[src/rtl/ins_pair_queue_pkg.sv]
// rtl/ins_pair_queue_pkg.sv - instruction word type and opcode constants shared by fetch, issue and decode
package ins_pair_queue_pkg;

    typedef logic [31:0] ins_word_t;

    // addi x0,x0,0: harmless filler for empty issue slots
    localparam ins_word_t  INS_NOP    = 32'h0000_0013;
    localparam logic [6:0] OPC_OP     = 7'b0110011;
    localparam logic [6:0] OPC_OP_IMM = 7'b0010011;

    function automatic logic [6:0] ins_opcode(input ins_word_t ins);
        return ins[6:0];
    endfunction

    function automatic logic ins_is_alu(input ins_word_t ins);
        return (ins[6:0] == OPC_OP) || (ins[6:0] == OPC_OP_IMM);
    endfunction

endpackage

[src/rtl/ins_queue_mem.sv]
// rtl/ins_queue_mem.sv - DEPTH x 32 instruction register file, one write port, two async read ports
module ins_queue_mem
    import ins_pair_queue_pkg::*;
#(
    parameter int DEPTH = 4,
    localparam int AW = $clog2(DEPTH)
) (
    input  logic          clk,
    input  logic          wr_en,
    input  logic [AW-1:0] wr_addr,
    input  ins_word_t     wr_data,
    input  logic [AW-1:0] rd_addr0,
    input  logic [AW-1:0] rd_addr1,
    output ins_word_t     rd_data0,
    output ins_word_t     rd_data1
);

    // No reset: unoccupied slots are masked to NOP by the queue control.
    ins_word_t mem_q [DEPTH];

    always_ff @(posedge clk) begin
        if (wr_en) begin
            mem_q[wr_addr] <= wr_data;
        end
    end

    assign rd_data0 = mem_q[rd_addr0];
    assign rd_data1 = mem_q[rd_addr1];

endmodule

[src/rtl/ins_pair_queue.sv]
// rtl/ins_pair_queue.sv - dual-slot in-order instruction fetch queue feeding the pair-issue checker
module ins_pair_queue
    import ins_pair_queue_pkg::*;
#(
    parameter int          DEPTH    = 4,
    parameter int          MAX_OUT  = 2,
    parameter logic [31:0] RESET_PC = 32'h0000_0000
) (
    input  logic        clk,
    input  logic        reset_n,
    input  logic        flush,
    input  logic [31:0] flush_pc,
    output logic        imem_req,
    output logic [31:0] imem_addr,
    input  logic [31:0] imem_rdata,
    input  logic        imem_valid,
    output logic [31:0] Ins1,
    output logic [31:0] Ins2,
    output logic [31:0] PC1,
    output logic        Valid1,
    output logic        Valid2,
    input  logic        Pop1,
    input  logic        Pop2
);

    localparam int AW = $clog2(DEPTH);
    localparam int CW = AW + 1;
    localparam int OW = $clog2(MAX_OUT) + 1;

    logic [CW-1:0] count_q, count_d;
    logic [AW-1:0] rd_ptr_q, rd_ptr_d;
    logic [AW-1:0] wr_ptr_q, wr_ptr_d;
    logic [AW-1:0] rd_ptr_nxt;
    logic [OW-1:0] out_q, out_d;
    logic [OW-1:0] drop_q, drop_d;
    logic [31:0]   fetch_pc_q, fetch_pc_d;
    logic [31:0]   head_pc_q, head_pc_d;

    logic          push;
    logic [1:0]    pop_req;
    logic [CW-1:0] pop_eff;
    logic [31:0]   claimed;
    ins_word_t     rd_data0, rd_data1;

    // Slots already spoken for: stored entries plus live in-flight fetches.
    // Stale fetches (drop) will be discarded, so they hold no slot.
    assign claimed  = 32'(count_q) + 32'(out_q) - 32'(drop_q);
    assign imem_req = reset_n && !flush
                      && (32'(out_q) < 32'(MAX_OUT))
                      && (claimed < 32'(DEPTH));
    assign imem_addr = fetch_pc_q;

    assign push    = imem_valid && (drop_q == '0) && !flush;
    assign pop_req = Pop2 ? 2'd2 : (Pop1 ? 2'd1 : 2'd0);
    assign pop_eff = (CW'(pop_req) > count_q) ? count_q : CW'(pop_req);

    always_comb begin
        count_d    = count_q;
        rd_ptr_d   = rd_ptr_q;
        wr_ptr_d   = wr_ptr_q;
        out_d      = out_q + OW'(imem_req) - OW'(imem_valid);
        drop_d     = drop_q;
        fetch_pc_d = fetch_pc_q;
        head_pc_d  = head_pc_q;

        if (flush) begin
            count_d    = '0;
            rd_ptr_d   = wr_ptr_q;
            drop_d     = out_d;
            fetch_pc_d = flush_pc;
            head_pc_d  = flush_pc;
        end else begin
            if (imem_valid && (drop_q != '0)) begin
                drop_d = drop_q - OW'(1);
            end
            if (imem_req) begin
                fetch_pc_d = fetch_pc_q + 32'd4;
            end
            if (push) begin
                wr_ptr_d = wr_ptr_q + AW'(1);
            end
            rd_ptr_d  = rd_ptr_q + AW'(pop_eff);
            head_pc_d = head_pc_q + (32'(pop_eff) << 2);
            count_d   = count_q + CW'(push) - pop_eff;
        end
    end

    always_ff @(posedge clk or negedge reset_n) begin
        if (!reset_n) begin
            count_q    <= '0;
            rd_ptr_q   <= '0;
            wr_ptr_q   <= '0;
            out_q      <= '0;
            drop_q     <= '0;
            fetch_pc_q <= RESET_PC;
            head_pc_q  <= RESET_PC;
        end else begin
            count_q    <= count_d;
            rd_ptr_q   <= rd_ptr_d;
            wr_ptr_q   <= wr_ptr_d;
            out_q      <= out_d;
            drop_q     <= drop_d;
            fetch_pc_q <= fetch_pc_d;
            head_pc_q  <= head_pc_d;
        end
    end

    assign rd_ptr_nxt = rd_ptr_q + AW'(1);

    ins_queue_mem #(
        .DEPTH (DEPTH)
    ) u_mem (
        .clk      (clk),
        .wr_en    (push),
        .wr_addr  (wr_ptr_q),
        .wr_data  (imem_rdata),
        .rd_addr0 (rd_ptr_q),
        .rd_addr1 (rd_ptr_nxt),
        .rd_data0 (rd_data0),
        .rd_data1 (rd_data1)
    );

    assign Valid1 = (count_q != '0);
    assign Valid2 = (count_q > CW'(1));
    assign Ins1   = Valid1 ? rd_data0 : INS_NOP;
    assign Ins2   = Valid2 ? rd_data1 : INS_NOP;
    assign PC1    = head_pc_q;

endmodule
[config.mk]
export PLATFORM = sky130hd
export DESIGN_NAME = ins_pair_queue
export DESIGN_NICKNAME = d
export VERILOG_FILES = /design/src/rtl/ins_pair_queue_pkg.sv /design/src/rtl/ins_queue_mem.sv /design/src/rtl/ins_pair_queue.sv
export SDC_FILE = /design/constraint.sdc
export NUM_CORES = 1
export LEC_CHECK = 0
export BUFFER_PORTS_ARGS = -buffer_cell sky130_fd_sc_hd__buf_2
export CELL_PAD_IN_SITES_DETAIL_PLACEMENT = 1
export CELL_PAD_IN_SITES_GLOBAL_PLACEMENT = 1
export CORE_MARGIN = 4
export CORE_UTILIZATION = 49
export CTS_CLUSTER_DIAMETER = 40
export CTS_CLUSTER_SIZE = 14
export DETAILED_ROUTE_END_ITERATION = 16
export PLACE_DENSITY_LB_ADDON = 0.1
export SYNTH_ARGS = -nofsm -noshare
export SYNTH_HDL_FRONTEND = slang
export SYNTH_SLANG_ARGS = --single-unit
[constraint.sdc]
create_clock -name clk -period 8.9 [get_ports clk]
set_input_delay 1.78 -clock clk [delete_from_list [all_inputs] [get_ports clk]]
set_output_delay 1.78 -clock clk [all_outputs]
set_load 0.005 [all_outputs]
==> impl_metrics.json <==
{
  "outcome": "complete, no violations",
  "synth_edf_count": 128,
  "p_per_area_nw_per_um2": 304,
  "syn_nets": 838,
  "setup_slack_ps": 3040,
  "async_flop_share": 0.369,
  "place.gp.congestion": 0.836,
  "final_hold_viol_count": 0,
  "first_iter_violations": 415,
  "end_kind": "output port",
  "worstSetupPathType": "input pin to output port",
  "port_buffers": 200,
  "yosysMostFrequentCell": "edfxtp_1",
  "cts-buffers-inserted": 34,
  "crit_path_frequent_cell": "nand2_1",
  "netlist_area_sq_um": 10500,
  "hold_path_class": "flip-flop to flip-flop",
  "cts_tree": "yes",
  "area_delta_synth_final_pct": 22.8,
  "netlist_top_cells_count": "edfxtp_1 (128), dfrtp_1 (75), mux4_2 (64)",
  "first_pass_iters": 4,
  "cp_max_fo": 34,
  "slew_headroom": 0.282,
  "grt_pass1_wl_um": 45600,
  "required_ps": 7120,
  "yosys_warnings": 0,
  "rows": 53,
  "clock-sinks": 203,
  "drive_gt1_frac": 0.400,
  "htree_levels": 2,
  "drc": 0,
  "grt_max_degree": 66,
  "critPathArrivalTime_ps": 4080,
  "worst_ir_drop_vdd_uv": 175,
  "core_sq_um": 21100,
  "place_hpwl_um": 19200,
  "cp_num_buf_inv": 3,
  "ys_ff_latch": 203,
  "ant_nets": 0,
  "ys_types": 58,
  "tightest_slew_ps": 1070,
  "slew_violations": 0,
  "groute.usage.overall": 0.243,
  "drt-vias-per-instance": 5.90,
  "diodes": 0,
  "place_ws_ps": 3060,
  "nets": 1039,
  "clk_latency_ps": 510,
  "antenna_found_initial": 1,
  "clockBufferDepth": 3,
  "fin_skew_ps": 24.8,
  "post_cts_resized": 0,
  "syn_inst": 744,
  "path_delay_family": "simple AND/OR/NAND/NOR gates",
  "fin_crit_sh": 0.658,
  "synth_ff_type": "edfxtp_1",
  "grt_pass1_vias": 8051,
  "die_w_um": 154,
  "cts-root-buf": "clkbuf_16",
  "fin_crit_ps": 5860,
  "setup_violations": 0,
  "io_pins": 201,
  "post_cts_buffers": 0,
  "drv_cap": 0,
  "timing.fmax_mhz": 171,
  "die_y_um": 154,
  "n_fill_cell": 2075,
  "worst_hold_slack_ps": 524,
  "yosysTopAreaCell": "edfxtp_1",
  "post_drt_wl_per_cell_um": 23.4,
  "fin_util": 0.612,
  "finalWirelength_um": 29000,
  "stdcell_count": 1243,
  "dp.cells": 1184,
  "gr-total-overflow": 0,
  "holdBufCountCts": 0,
  "slowest_delay_ps": 630,
  "synth_top_area_frac": 0.366,
  "power_leakage_nw": 5.06,
  "path_cells": "buf_4 > or4b_1 > or4_4 > nand2_1 > nand2_1 > inv_1 > buf_2",
  "dieArea_sq_um": 23900,
  "critPathSlowestCell": "or4_4",
  "ys_seq_area_frac": 0.544,
  "worstSetupStartpointType": "input pin",
  "final.setup.tns_ps": 0,
  "clkTransAtPathRegs_ps": 50,
  "grt_setup_unrepaired": "no",
  "vias": 7329,
  "start_util": 0.499,
  "syn_area_per_cell_sq_um": 14.1,
  "synth.area.top_cells": "edfxtp_1 (37%), dfrtp_1 (18%), mux4_2 (14%), nor2b_1 (3.6%), mux2_2 (3.5%)"
}
[layout by cell type, fill, tap and decap left out, drive strengths merged, types with 3 or more instances in the layout]
cell and count:
buf 207, edfxtp 128, dfrtp 75, mux4 64, nor2b 61, clkbuf 45, nand2 38, inv 36
mux2 33, xor2 31, xnor2 27, ha 21, nand3 18, o21ai 18, nor2 18, a21oi 17
nor4 13, nand4 11, a2111oi 9, nor3 7, and4 6, and3 6, or2 6, and2 6
clkinv 6, mux2i 5, o211ai 5, or4 5, o311ai 5, nand2b 4, bufinv 4, a21boi 4
nor4b 3, fa 3, a211oi 3
[layer usage]
layer,track usage,routed length (um),vias up
met1,0.321,12000,3805
met2,0.415,14800,246
met3,0.0470,1680,43
met5,0,12,-
met4,0.0656,537,2
li1,-,-,3233
[through the flow]
step           area, sq um  power [mW]
2_1_floorplan        10500        2.11
3_3_place_gp         11800        2.56
3_5_place_dp         11800        2.62
4_1_cts              12900        3.97
5_1_grt              12900        4.15
6_report             12900        3.93
[logic make-up after synthesis]
group                    count (synthesis)  synth area share
AO/OA/AOI/OAI                           71            0.0564
XOR/XNOR                                58            0.0483
flip-flops                             203             0.544
AND/OR/NAND/NOR                        209             0.114
multiplexers                           102             0.177
adder cells (fa/ha/maj)                 24            0.0307
other                                    1          0.000357
buffers and inverters                   76            0.0289
[final timing paths]
path | startpoint | end | slack (ps) | cells after the start
max in group asynchronous | reset_n | PC1[0]$_DFFE_PN0P_ | 6670 | 2
hold / removal | imem_addr[0]$_DFFE_PN0P_ | imem_addr[0]$_DFFE_PN0P_ | 520 | 2
min in group asynchronous | reset_n | drop_q[0]$_DFFE_PN0P_ | 1230 | 1
hold reg to reg | imem_addr[0]$_DFFE_PN0P_ | imem_addr[0]$_DFFE_PN0P_ | 520 | 2
setup / recovery | reset_n | imem_req | 3040 | 7
setup reg to reg | count_q[1]$_DFF_PN0_ | PC1[24]$_DFF_PN0_ | 4910 | 12
[report_power, final]
part           switching (mW)  total, mW  internal (mW)
combinational           0.696       1.37          0.674
sequential              0.125       1.24           1.11
clock                   0.443       1.32          0.874
[state kept, by name, indices dropped and copies added, names as in the netlist]
name / count
u_mem.mem_q: 128
PC1: 32
imem_addr: 32
count_q: 3
drop_q: 2
out_q: 2
rd_ptr_q: 2
wr_ptr_q: 2
[cell type report]
type	count	area (sq um)	area share
multi-input cells	465	4510	0.349
well taps	275	344	0.0266
clock inverters	14	185	0.0143
inverters	34	128	0.00988
repair buffers	207	1060	0.0818
flip-flops and latches	203	5730	0.443
clock buffers	45	963	0.0746
[worst min-delay path, stage by stage (launching register included)]
cell	delay, ps
dfrtp_1	370
inv_1	50
o21ai_0	60
Note: power is estimated with default switching activity, not from simulation.
